**src/rtl/step_ctrl_pkg.sv**
```systemverilog
// Shared definitions for the step controller: FSM state encodings and
// the default debounce length and cycle-counter width.
package step_ctrl_pkg;

   typedef enum logic [1:0] {
      ST_PAUSE  = 2'd0,
      ST_RUN    = 2'd1,
      ST_HALTED = 2'd2
   } state_t;

   // 10 ms at 100 MHz
   localparam int unsigned DEBOUNCE_CYCLES_DEF = 1_000_000;
   localparam int unsigned CNT_W_DEF           = 32;

endpackage

```
**src/rtl/btn_debounce.sv**
```systemverilog
// Push-button conditioner: 2-flop synchronizer, consecutive-cycle debounce
// counter, debounced level and a single-cycle rising-edge pulse.
// Ports:
//   clk_i   system clock
//   rst_i   asynchronous active-high reset
//   btn_i   raw bouncing button, asynchronous to clk_i
//   rise_o  one-cycle pulse, registered, when the debounced level goes 0->1
module btn_debounce
   import step_ctrl_pkg::*;
#(
   parameter int unsigned DEBOUNCE_CYCLES = DEBOUNCE_CYCLES_DEF
) (
   input  logic clk_i,
   input  logic rst_i,
   input  logic btn_i,
   output logic rise_o
);

   localparam int unsigned DBW = (DEBOUNCE_CYCLES < 2) ? 1 : $clog2(DEBOUNCE_CYCLES);
   // Count value reached on the last of DEBOUNCE_CYCLES differing samples.
   localparam logic [DBW-1:0] CNT_TC = DBW'(DEBOUNCE_CYCLES - 1);

   logic           sync1_q;
   logic           sync2_q;
   logic           level_q;
   logic           rise_q;
   logic [DBW-1:0] cnt_q;

   always_ff @(posedge clk_i or posedge rst_i) begin
      if (rst_i) begin
         sync1_q <= 1'b0;
         sync2_q <= 1'b0;
         level_q <= 1'b0;
         rise_q  <= 1'b0;
         cnt_q   <= '0;
      end else begin
         sync1_q <= btn_i;
         sync2_q <= sync1_q;
         rise_q  <= 1'b0;
         if (sync2_q != level_q) begin
            if (cnt_q == CNT_TC) begin
               level_q <= sync2_q;
               cnt_q   <= '0;
               rise_q  <= sync2_q;
            end else begin
               cnt_q <= cnt_q + 1'b1;
            end
         end else begin
            // any reversion to the current level restarts the run
            cnt_q <= '0;
         end
      end
   end

   assign rise_o = rise_q;

endmodule

```
**src/rtl/step_ctrl.sv**
```systemverilog
// CPU clock-step controller. Issues single-cycle cpu_en pulses either on
// each rising edge of the slow tick (free-run) or on each debounced button
// press (manual step); a CPU halt request latches until reset.
//
// state     | meaning
// ----------+-----------------------------------------------
// ST_PAUSE  | manual mode, step requests issue cpu_en
// ST_RUN    | free-run, tick events issue cpu_en
// ST_HALTED | CPU halted, nothing issued until rst
//
// Ports:
//   clk        system clock
//   rst        asynchronous active-high reset
//   tick_in    slow divided clock, asynchronous, treated as data
//   btn_step   raw manual step button, asynchronous
//   sw_auto    raw mode switch, asynchronous (1 = free-run)
//   halt       synchronous halt request level from the CPU
//   cpu_en     one-cycle CPU advance enable
//   running    high in ST_RUN
//   halted     high in ST_HALTED
//   cycle_cnt  number of cpu_en pulses since reset, wrapping
module step_ctrl
   import step_ctrl_pkg::*;
#(
   parameter int unsigned DEBOUNCE_CYCLES = DEBOUNCE_CYCLES_DEF,
   parameter int unsigned CNT_W           = CNT_W_DEF
) (
   input  logic             clk,
   input  logic             rst,
   input  logic             tick_in,
   input  logic             btn_step,
   input  logic             sw_auto,
   input  logic             halt,
   output logic             cpu_en,
   output logic             running,
   output logic             halted,
   output logic [CNT_W-1:0] cycle_cnt
);

   logic             tick_s1_q;
   logic             tick_s2_q;
   logic             tick_prev_q;
   logic [1:0]       tick_vld_q;
   logic             tick_armed_q;
   logic             tick_evt_q;
   logic             sw_s1_q;
   logic             sw_s2_q;
   logic             step_req;

   state_t           state_q;
   state_t           state_d;
   logic             cpu_en_q;
   logic             cpu_en_d;
   logic             running_q;
   logic             halted_q;
   logic [CNT_W-1:0] cnt_q;
   logic [CNT_W-1:0] cnt_d;

   // Tick front end. tick_vld_q marks when tick_s2_q holds a real sample
   // rather than its reset value; a tick is only armed after a genuine low
   // has been seen, so a tick_in already high at reset release is ignored
   // until its next rising edge.
   always_ff @(posedge clk or posedge rst) begin
      if (rst) begin
         tick_s1_q    <= 1'b0;
         tick_s2_q    <= 1'b0;
         tick_prev_q  <= 1'b0;
         tick_vld_q   <= 2'b00;
         tick_armed_q <= 1'b0;
         tick_evt_q   <= 1'b0;
         sw_s1_q      <= 1'b0;
         sw_s2_q      <= 1'b0;
      end else begin
         tick_s1_q    <= tick_in;
         tick_s2_q    <= tick_s1_q;
         tick_prev_q  <= tick_s2_q;
         tick_vld_q   <= {tick_vld_q[0], 1'b1};
         tick_armed_q <= tick_armed_q | (tick_vld_q[1] & ~tick_s2_q);
         tick_evt_q   <= tick_s2_q & ~tick_prev_q & tick_armed_q;
         sw_s1_q      <= sw_auto;
         sw_s2_q      <= sw_s1_q;
      end
   end

   btn_debounce #(
      .DEBOUNCE_CYCLES(DEBOUNCE_CYCLES)
   ) u_btn_debounce (
      .clk_i  (clk),
      .rst_i  (rst),
      .btn_i  (btn_step),
      .rise_o (step_req)
   );

   // Priority: halt, then mode change, then the advance request.
   // The ~cpu_en_q term guarantees a gap between pulses.
   always_comb begin
      state_d  = state_q;
      cpu_en_d = 1'b0;
      case (state_q)
         ST_PAUSE: begin
            if (halt)         state_d = ST_HALTED;
            else if (sw_s2_q) state_d = ST_RUN;
            else if (step_req) cpu_en_d = ~cpu_en_q;
         end
         ST_RUN: begin
            if (halt)            state_d = ST_HALTED;
            else if (!sw_s2_q)   state_d = ST_PAUSE;
            else if (tick_evt_q) cpu_en_d = ~cpu_en_q;
         end
         ST_HALTED: state_d = ST_HALTED;
         default:   state_d = ST_PAUSE;
      endcase
      cnt_d = cnt_q + CNT_W'(cpu_en_d);
   end

   always_ff @(posedge clk or posedge rst) begin
      if (rst) begin
         state_q   <= ST_PAUSE;
         cpu_en_q  <= 1'b0;
         running_q <= 1'b0;
         halted_q  <= 1'b0;
         cnt_q     <= '0;
      end else begin
         state_q   <= state_d;
         cpu_en_q  <= cpu_en_d;
         running_q <= (state_d == ST_RUN);
         halted_q  <= (state_d == ST_HALTED);
         cnt_q     <= cnt_d;
      end
   end

   assign cpu_en    = cpu_en_q;
   assign running   = running_q;
   assign halted    = halted_q;
   assign cycle_cnt = cnt_q;

endmodule

```
**config.mk**
```make
export PLATFORM = sky130hd
export DESIGN_NAME = step_ctrl
export DESIGN_NICKNAME = d
export VERILOG_FILES = /design/src/rtl/step_ctrl_pkg.sv /design/src/rtl/btn_debounce.sv /design/src/rtl/step_ctrl.sv
export SDC_FILE = /design/constraint.sdc
export NUM_CORES = 1
export LEC_CHECK = 0
export ABC_AREA = 1
export CAP_MARGIN = 30
export CELL_PAD_IN_SITES_DETAIL_PLACEMENT = 0
export CELL_PAD_IN_SITES_GLOBAL_PLACEMENT = 1
export CORE_ASPECT_RATIO = 1.2
export CORE_UTILIZATION = 38
export CTS_CLUSTER_SIZE = 10
export DETAILED_ROUTE_END_ITERATION = 6
export HOLD_SLACK_MARGIN = 0.12
export PLACE_DENSITY_LB_ADDON = 0.1
export SLEW_MARGIN = 15
export SYNTH_ARGS = -nofsm -noshare
export SYNTH_HDL_FRONTEND = slang
export SYNTH_HIERARCHICAL = 1
export SYNTH_SLANG_ARGS = --single-unit
```
**constraint.sdc**
```tcl
create_clock -name clk -period 2.2 [get_ports clk]
set_input_delay 0.33 -clock clk [delete_from_list [all_inputs] [get_ports clk]]
set_output_delay 0.33 -clock clk [all_outputs]
set_load 0.01 [all_outputs]
```
==> impl_metrics.ini, run 1 <==
[run_status]
status = finished clean

[synthesis]
synth.cells.most_frequent = sky130_fd_sc_hd__nand2_1, sky130_fd_sc_hd__nor2_1, sky130_fd_sc_hd__dfrtp_1
post_synthesis_cells = 414
synth_seq_area_share = 0.503
synth_enable_flop_cells = 0
yosysUniqueCellTypes = 25
synth_top_cell_area_share = 0.503
synth.top_cells.by_area = sky130_fd_sc_hd__dfrtp_1, sky130_fd_sc_hd__nand2_1, sky130_fd_sc_hd__nor2_1, sky130_fd_sc_hd__xor2_1, sky130_fd_sc_hd__inv_1
synth_top_flop_cell = sky130_fd_sc_hd__dfrtp_1
syn_nets = 423
synth.largest_area_cell = sky130_fd_sc_hd__dfrtp_1
ys_seq_elements = 69
synth_most_common_cell = sky130_fd_sc_hd__nand2_1
post_synth_instance_area_um2 = 3440
synth_warnings = 6
asyncSetResetFlopFracSynth = 1.00
per_instance_average_area_after_synthesis_um2 = 8.30

[global_routing]
grt_overflow = 0
largest_net_degree_at_the_start_of_global_routing = 46
grt_antenna_before_repair = 0
wire_length_of_the_first_global_routing_pass_um = 12700
first_global_vias = 2802
grt_usage = 0.178

[sta]
final_min_period_over_clock_period = 0.936
final_hold_viol_count = 0
final_max_slew_viol_count = 0
fin_ws_ps = 140
setup-violations-final = 0
finClkSkew_ps = 15.3
worst_max_slew_pin_slew_ps = 566
fmaxAchievable_ghz = 0.485
timing.final.crit_period_ps = 2060
tns_ps = 0
rsz0062_at_grt = false
worst_slew_margin_rel = 0.623

[cells_and_area]
multi_input_comb_area_um2 = 1600
number_of_nets_in_the_layout = 485
layout.area.seq_um2 = 1730
layout-drive-gt1-share = 0.150
layout.filler_cells = 916
post-route-cell-area_um2 = 4280
syn_to_final_growth_pct = 24.7
antenna_cells = 0

[power_and_ir_drop]
leakagePower_nw = 1.87
power.share.clock = 0.414
netSwitchingFraction = 0.253
power_frac_seq = 0.558
share_comb_of_total_power = 0.028
p_switching_mw = 0.585
vdd_ir_drop_max_mv = 0.406
power_dens_cells_nw_per_um2 = 540
p_int_mw = 1.73

[clock_network]
tritoncts = done
ctsHoldBuffers = 0
clock_net_sink_count = 69
cts_max_path_buffers = 2
cts_buffers = 9
worstSkewPairLatency_ps = 350
ctsRootBufferMaster = sky130_fd_sc_hd__clkbuf_8
h-tree-depth = 3
path_clk_slew_ps = 80

[worst_setup_path]
startpoint_type = input pin
critical_path_class = input pin to flip-flop
worst_ep_arrival_time_ps = 2300
crit_path_end_kind = flip-flop
critical_path_buf_inv_count = 3
worst-path-max-fanout = 7
crit_path_cell_trace = clkdlybuf4s50_1, or2_2, nor4_4, ha_2, buf_4, inv_1, nor2_4, nand2_2, nor2_4, nand2_1, nand2_1, nand2_1
cp_data_required_time_ps = 2440
slowest_delay_ps = 390
cpMaxStageDelayCell = sky130_fd_sc_hd__clkdlybuf4s50_1
critical-path-top-cell-by-count = sky130_fd_sc_hd__nand2_1
critical_path.top_delay_family = simple AND/OR/NAND/NOR gates

[floorplan]
design.portCount = 41
fp.dieH_um = 106
floorplan.die_area_um2 = 9430
placeableCoreArea_um2 = 8660
chipWidth_um = 88.8
fp-row-count = 37
floorplan.initialDensity = 0.397

[route]
detail_route.first_pass.iterations = 4
via_per_inst = 4.59
post_route_antenna_net_violation_count = 0
routed_wirelength_um = 7440
initialDrtViolationCount = 77
drcViolationCount = 0
post_drt_wl_per_cell_um = 12.4
route.vias.total = 2746

[flow_run]
maxCapViolCount = 0

[place]
dp_slack_ps = -425
gp_congestion = 0.799
portBuffers = 40
place.detailed.hpwl_um = 5720
dpl_cell_area_um2 = 4060

[worst_hold_path]
hold_path.class = flip-flop to flip-flop
[routing by layer]
layer | global-route usage | share of wire | vias to the layer above
met5 | 0 | 0 | -
met4 | 0.0726 | 0.020 | 0
met3 | 0.0303 | 0.025 | 12
met2 | 0.321 | 0.53 | 35
met1 | 0.204 | 0.42 | 1299
li1 | - | - | 1400
[layout by cell type (no fill, tap or decap), types with 10 or more instances in the layout]
cell                                n
sky130_fd_sc_hd__nand2_2           10
sky130_fd_sc_hd__nand2_1          120
sky130_fd_sc_hd__nor2_4            11
sky130_fd_sc_hd__clkdlybuf4s50_1   40
sky130_fd_sc_hd__nand3_1           18
sky130_fd_sc_hd__xor2_1            18
sky130_fd_sc_hd__dfrtp_1           69
sky130_fd_sc_hd__nor2_1            72
sky130_fd_sc_hd__inv_1             36
sky130_fd_sc_hd__buf_4             11
[path summary, 6_finish.rpt]
path | slack [ps] | from | cells past startpoint | end
min in group asynchronous | 380 | rst | 3 | u_btn_debounce/cnt_q[17]
min reg2reg | 350 | u_btn_debounce/sync1_q | 0 | u_btn_debounce/sync2_q
max in group asynchronous | 1350 | rst | 3 | cycle_cnt[20]
max reg2reg | 150 | halted | 11 | cycle_cnt[23]
max | 140 | halt | 12 | cycle_cnt[23]
min | 350 | u_btn_debounce/sync1_q | 0 | u_btn_debounce/sync2_q
[flip-flops by register name, indices dropped and copies added (netlist names)]
signal and flops:
cycle_cnt 32, u_btn_debounce/cnt_q 20, tick_vld_q 2, cpu_en 1, halted 1, running 1
state_q 1, sw_s1_q 1, sw_s2_q 1, tick_armed_q 1, tick_evt_q 1, tick_prev_q 1
tick_s1_q 1, tick_s2_q 1, u_btn_debounce/level_q 1, u_btn_debounce/rise_o 1, u_btn_debounce/sync1_q 1, u_btn_debounce/sync2_q 1
[power groups by stage]
stage / logic (mW) / registers, mW / clock network [mW]
6_report: 0.0647 / 1.29 / 0.957
5_1_grt: 0.0764 / 1.29 / 1.04
4_1_cts: 0.0682 / 1.29 / 0.990
3_5_place_dp: 0.0679 / 1.32 / 0
3_3_place_gp: 0.0671 / 1.32 / 0
2_1_floorplan: 0.0372 / 1.32 / 0
[kinds of logic after synthesis]
group | count (synthesis) | share of synthesized area
AOI/OAI and AO/OA | 10 | 0.0160
adders and majority gates | 3 | 0.0109
other | 1 | 0.00109
DFF | 69 | 0.503
xor gates and xnor gates | 25 | 0.0659
buffers and inverters | 40 | 0.0437
and+or+nand+nor | 266 | 0.360
[final cells by class]
class,count,share of cell area
clock buffer,9,0.0289
inverter,40,0.0351
clock inverter,7,0.0126
multi-input combinational,305,0.373
timing repair buffer,51,0.113
tap,117,0.0342
sequential,69,0.403
[through the flow]
step	cells	power [mW]	util	hold slack, ps
finish	598	2.31	0.495	352
CTS	597	2.35	0.490	356
global route	598	2.41	0.495	359
global placement	581	1.38	0.469	332
floorplan	414	1.35	-	331
detailed placement	581	1.38	0.469	338
[what timing repair did]
item                                    4_1_cts  5_1_grt
pin swaps                                     0        7
setup buffers                                 0        1
endpoints found under the setup margin       14       18
hold endpoints to repair                      0        0
resized for setup                             1        8
Note: power is estimated with default switching activity, not from simulation.
==> run 2: changes to the inputs <==
- CORE_UTILIZATION: 38 -> 43
- DONT_BUFFER_PORTS: unset -> 1
==> run 2 against run 1 <==
  * Worst setup slack gained 11 ps
  * First-iteration DRC count down 27%
  * Sequential power hardly changed
  * Routed wire length shrank 3.8%
  * Highest routed layer unchanged
==> impl_metrics.ini, run 2 (same netlist as run 1, synthesis figures left out) <==
[run_status]
status = finished clean

[sta]
worst_hold_slack_ps = 170
final_min_period_over_clock_period = 0.931
setup-violations-final = 0
fmaxAchievable_ghz = 0.488
final_hold_viol_count = 0
timing.final.crit_period_ps = 2050
finClkSkew_ps = 13.7
final_max_slew_viol_count = 0

[worst_setup_path]
setup.reg_to_reg.worst_slack_ps = 150
worst-path-max-fanout = 3
worst_r2r_src = sw_s2_q
crit_path_cell_trace = inv_2, a21oi_1, nor4_4, ha_2, ha_4, nand2_1, nor2_4, nand2_2, buf_4, buf_4, xnor2_1
slowest_delay_ps = 390
critical_path.top_delay_family = simple AND/OR/NAND/NOR gates
critical_path_depth = 11
critical_path_class = flip-flop to flip-flop
cp_data_required_time_ps = 2430
crit_path_end_kind = flip-flop
cpMaxStageDelayCell = sky130_fd_sc_hd__dfrtp_1
critical-path-top-cell-by-count = sky130_fd_sc_hd__buf_4
worst_flop_to_flop_path_endpoint = cycle_cnt[6]
worst_ep_arrival_time_ps = 2280
critical_path_buf_inv_count = 3
timing.reg2reg.worst_path_depth = 11
startpoint_type = flip-flop

[global_routing]
wire_length_of_the_first_global_routing_pass_um = 12400
grt_overflow = 0
largest_net_degree_at_the_start_of_global_routing = 42
grt_antenna_before_repair = 0
grt_usage = 0.192
first_global_vias = 2641

[clock_network]
ctsRootBufferMaster = sky130_fd_sc_hd__clkbuf_8
cts_buffers = 9
path_clk_slew_ps = 90
cts_max_path_buffers = 2
clock_net_sink_count = 69
h-tree-depth = 3
worstSkewPairLatency_ps = 340
tritoncts = done

[route]
via_per_inst = 4.84
post_drt_wl_per_cell_um = 13.3
detail_route.first_pass.iterations = 4
routed_wirelength_um = 7150
initialDrtViolationCount = 56
route.vias.total = 2593
drcViolationCount = 0
post_route_antenna_net_violation_count = 0

[power_and_ir_drop]
p_int_mw = 1.96
vdd_ir_drop_max_mv = 0.411
power.share.clock = 0.464
netSwitchingFraction = 0.225
leakagePower_nw = 1.77
power_dens_cells_nw_per_um2 = 640
power_frac_seq = 0.512
share_comb_of_total_power = 0.024
p_switching_mw = 0.569

[cells_and_area]
layout-drive-gt1-share = 0.158
number_of_nets_in_the_layout = 448
most-common-layout-cells = sky130_fd_sc_hd__nand2_1, sky130_fd_sc_hd__nor2_1, sky130_fd_sc_hd__dfrtp_1
mostFrequentLayoutCell = sky130_fd_sc_hd__nand2_1
finalNonFillerCells = 536
antenna_cells = 0
largest_register_ff_count = 32
syn_to_final_growth_pct = 14.9

[place]
portBuffers = 0
gp_congestion = 0.747
inst_count_dp = 513
place.detailed.hpwl_um = 5490

[floorplan]
floorplan.die_area_um2 = 8350
floorplan.initialDensity = 0.446
fp.dieH_um = 99.9
fp-row-count = 35
design.portCount = 41
chipWidth_um = 83.6
placeableCoreArea_um2 = 7710

[flow_run]
maxCapViolCount = 0

[worst_hold_path]
hold_path_start = halt
hold_path.class = input pin to flip-flop
timing.hold.worst_endpoint = cpu_en
holdPathStages = 2
-- run 2: changes by cell type in the layout (fill, tap and decap cells not counted), sizes merged --
cell | before | now
clkinv | 3 | 2
clkdlybuf4s50 | 40 | 0
buf | 11 | 10
bufinv | 0 | 2
dlygate4sd3 | 0 | 4
inv | 44 | 43
-- run 2: how the worst max path moves through the flow --
stage | startpoint | to | slack [ps]
6_report | sw_s2_q | cycle_cnt[6] | 150
5_1_grt | sw_s2_q | cycle_cnt[30] | -20
4_1_cts | halted | cycle_cnt[24] | 5
3_5_place_dp | halted | cycle_cnt[30] | -50
3_3_place_gp | halted | cycle_cnt[30] | 20
2_1_floorplan | halted | cycle_cnt[20] | 50
-- run 2: timing repair --
action / 4_1_cts / 5_1_grt
endpoints found under the hold margin: 67 / 0
pin swaps: 1 / 6
hold buffers: 4 / 0
resized for setup: 1 / 9
setup buffers: 0 / 2
gates cloned: 0 / 0
endpoints found under the setup margin: 11 / 19
-- run 2: metrics by stage --
stage	setup TNS (ps)	setup WS [ps]	total power, mW	instance area (um^2)	util
2_1_floorplan	0	48.5	1.35	3440	-
3_3_place_gp	0	22.0	1.37	3600	0.468
3_5_place_dp	-238	-51.9	1.37	3600	0.468
4_1_cts	0	4.90	2.56	3880	0.503
5_1_grt	-25.1	-16.0	2.62	3950	0.512
6_report	0	151	2.52	3950	0.512
-- run 2: routing by layer --
layer	routed length (um)	vias up	share of wire	GRT usage
li1	-	1329	-	-
met2	3870	37	0.54	0.355
met3	182	14	0.025	0.0403
met5	0	-	0	0
met1	2950	1213	0.41	0.212
met4	147	0	0.021	0.0834
-- run 2: cell type report --
type,count,area [um^2]
sequential,69,1730
inverter,40,150
multi-input combinational,305,1600
clock inverter,7,104
fill,757,3760
clock buffer,9,124
timing repair buffer,14,128
tap,92,115
-- run 2: power groups by stage --
stage	clock (mW)	sequential, mW	combinational, mW
global route	1.26	1.29	0.0711
CTS	1.21	1.29	0.0589
finish	1.17	1.29	0.0606
global placement	0	1.32	0.0525
detailed placement	0	1.32	0.0530
floorplan	0	1.32	0.0372
==> edit: new RTL, settings of run 2 <==
Change the package constant `CNT_W_DEF` from 32 to 48.
--- a/src/rtl/step_ctrl_pkg.sv
+++ b/src/rtl/step_ctrl_pkg.sv
@@ -10,7 +10,7 @@
 
    // 10 ms at 100 MHz
    localparam int unsigned DEBOUNCE_CYCLES_DEF = 1_000_000;
-   localparam int unsigned CNT_W_DEF           = 32;
+   localparam int unsigned CNT_W_DEF           = 48;
 
 endpackage
 
Ports: changed (resized cycle_cnt); port bits go from 41 to 57. The function was not compared with the original's and may differ.
==> edit against run 2 <==
Utilization increased by 0.17 points. Sequential cell count increased by 16. Area after synthesis is 31% higher. Synthesized cell count rose by 35%. Combinational power increased by 3.8%. Via count rose by 37%. Non-clock buffer count increased by 7. Routed wire length rose by 50%. Setup slack lost 140 ps. Count of clock-buffer cells in the layout is 1 higher. Power grew 24%. Design area up 31%. Largest cell class is now multi-input gates.
==> edit: results (changes against run 2) <==
metal2 WL 5860 µm (was 3870 µm); RePlAce Congestion 0.820 (was 0.747); Placed Instance Area 4740 µm² (was 3600 µm²); Seq/Total Area, Yosys 47.4% (was 50.3%); clock skew 9.74 ps (was 13.7 ps); ratio of cells with drive above 1 in the final layout 16.3% (was 15.8%); M2 GR Usage 39.4% (was 35.5%); max FFs per register 48 (was 32); status finished clean (unchanged); Critical Path Fanout Max 7 (was 3); Clock transition at path regs 70 ps (was 90 ps); Yosys cell types 27 (was 25); Total GRT Usage 21.7% (was 19.2%); met3 wire length 364 µm (was 182 µm); PostCTS Resize Cnt 0 (was 1); routed wire length 10,700 µm (was 7150 µm); maximum VDD drop 0.000412 V (was 0.000411 V); M1 WL 4390 µm (was 2950 µm); Post-DP HPWL 8240 µm (was 5490 µm); syn nets 566 (was 423); global-route wire length before repair 17,800 µm (was 12,400 µm); P_leak 0.00240 µW (was 0.00177 µW); Fillers 976 (was 757); met3 GRT Util 4.60% (was 4.03%); vias post-DR 3,552 (was 2,593); Synth area leaders dfrtp_1, nand2_1, nor2_1 (unchanged)
edit: layout make-up:
class / instances / area [µm²] / share of cell area, %
flip-flops and latches: 85 / 2130 / 41.2
inverters: 62 / 233 / 4.50
well taps: 126 / 158 / 3.05
multi-input cells: 410 / 2180 / 42.3
repair buffers: 21 / 184 / 3.56
clock buffers: 10 / 229 / 4.43
clock inverters: 6 / 53.8 / 1.04
edit: path summary, 6_finish.rpt:
kind | slack [ps] | cells after the start | startpoint | end
max | 10 | 10 | halted | cycle_cnt[10]
min | 180 | 2 | halt | cpu_en
max reg2reg | 10 | 10 | halted | cycle_cnt[10]
min reg2reg | 350 | 0 | tick_s1_q | tick_s2_q
max in group asynchronous | 980 | 3 | rst | cycle_cnt[16]
min in group asynchronous | 540 | 3 | rst | u_btn_debounce/cnt_q[3]
edit: cell families (layout without fill, tap and decap cells):
logic type                 count (synthesis)  in the layout  synth area share (%)
DFF                                       85             85                  47.4
buffers and inverters                     62             99                  5.19
other                                      1              1                0.0836
AOI/OAI and AO/OA                         10             10                  1.23
and+or+nand+nor                          356            356                  37.3
xor gates and xnor gates                  40             40                  7.97
adders and majority gates                  3              3                 0.836
edit: per-stage QoR:
step | hold slack, ps | setup slack, ps | instances
2_1_floorplan | 331 | 53.0 | 557
3_3_place_gp | 290 | 84.3 | 694
3_5_place_dp | 292 | 19.9 | 694
4_1_cts | 154 | 15.4 | 714
5_1_grt | 176 | -93.8 | 720
6_report | 180 | 9.84 | 720
edit: power breakdown:
group / internal (µW) / leakage (µW) / switching (µW) / total (µW)
Clock: 790 / 0.000136 / 688 / 1480
Combinational: 15.0 / 0.00116 / 47.9 / 62.9
Sequential: 1580 / 0.00110 / 10.7 / 1590
Total: 2380 / 0.00240 / 747 / 3130
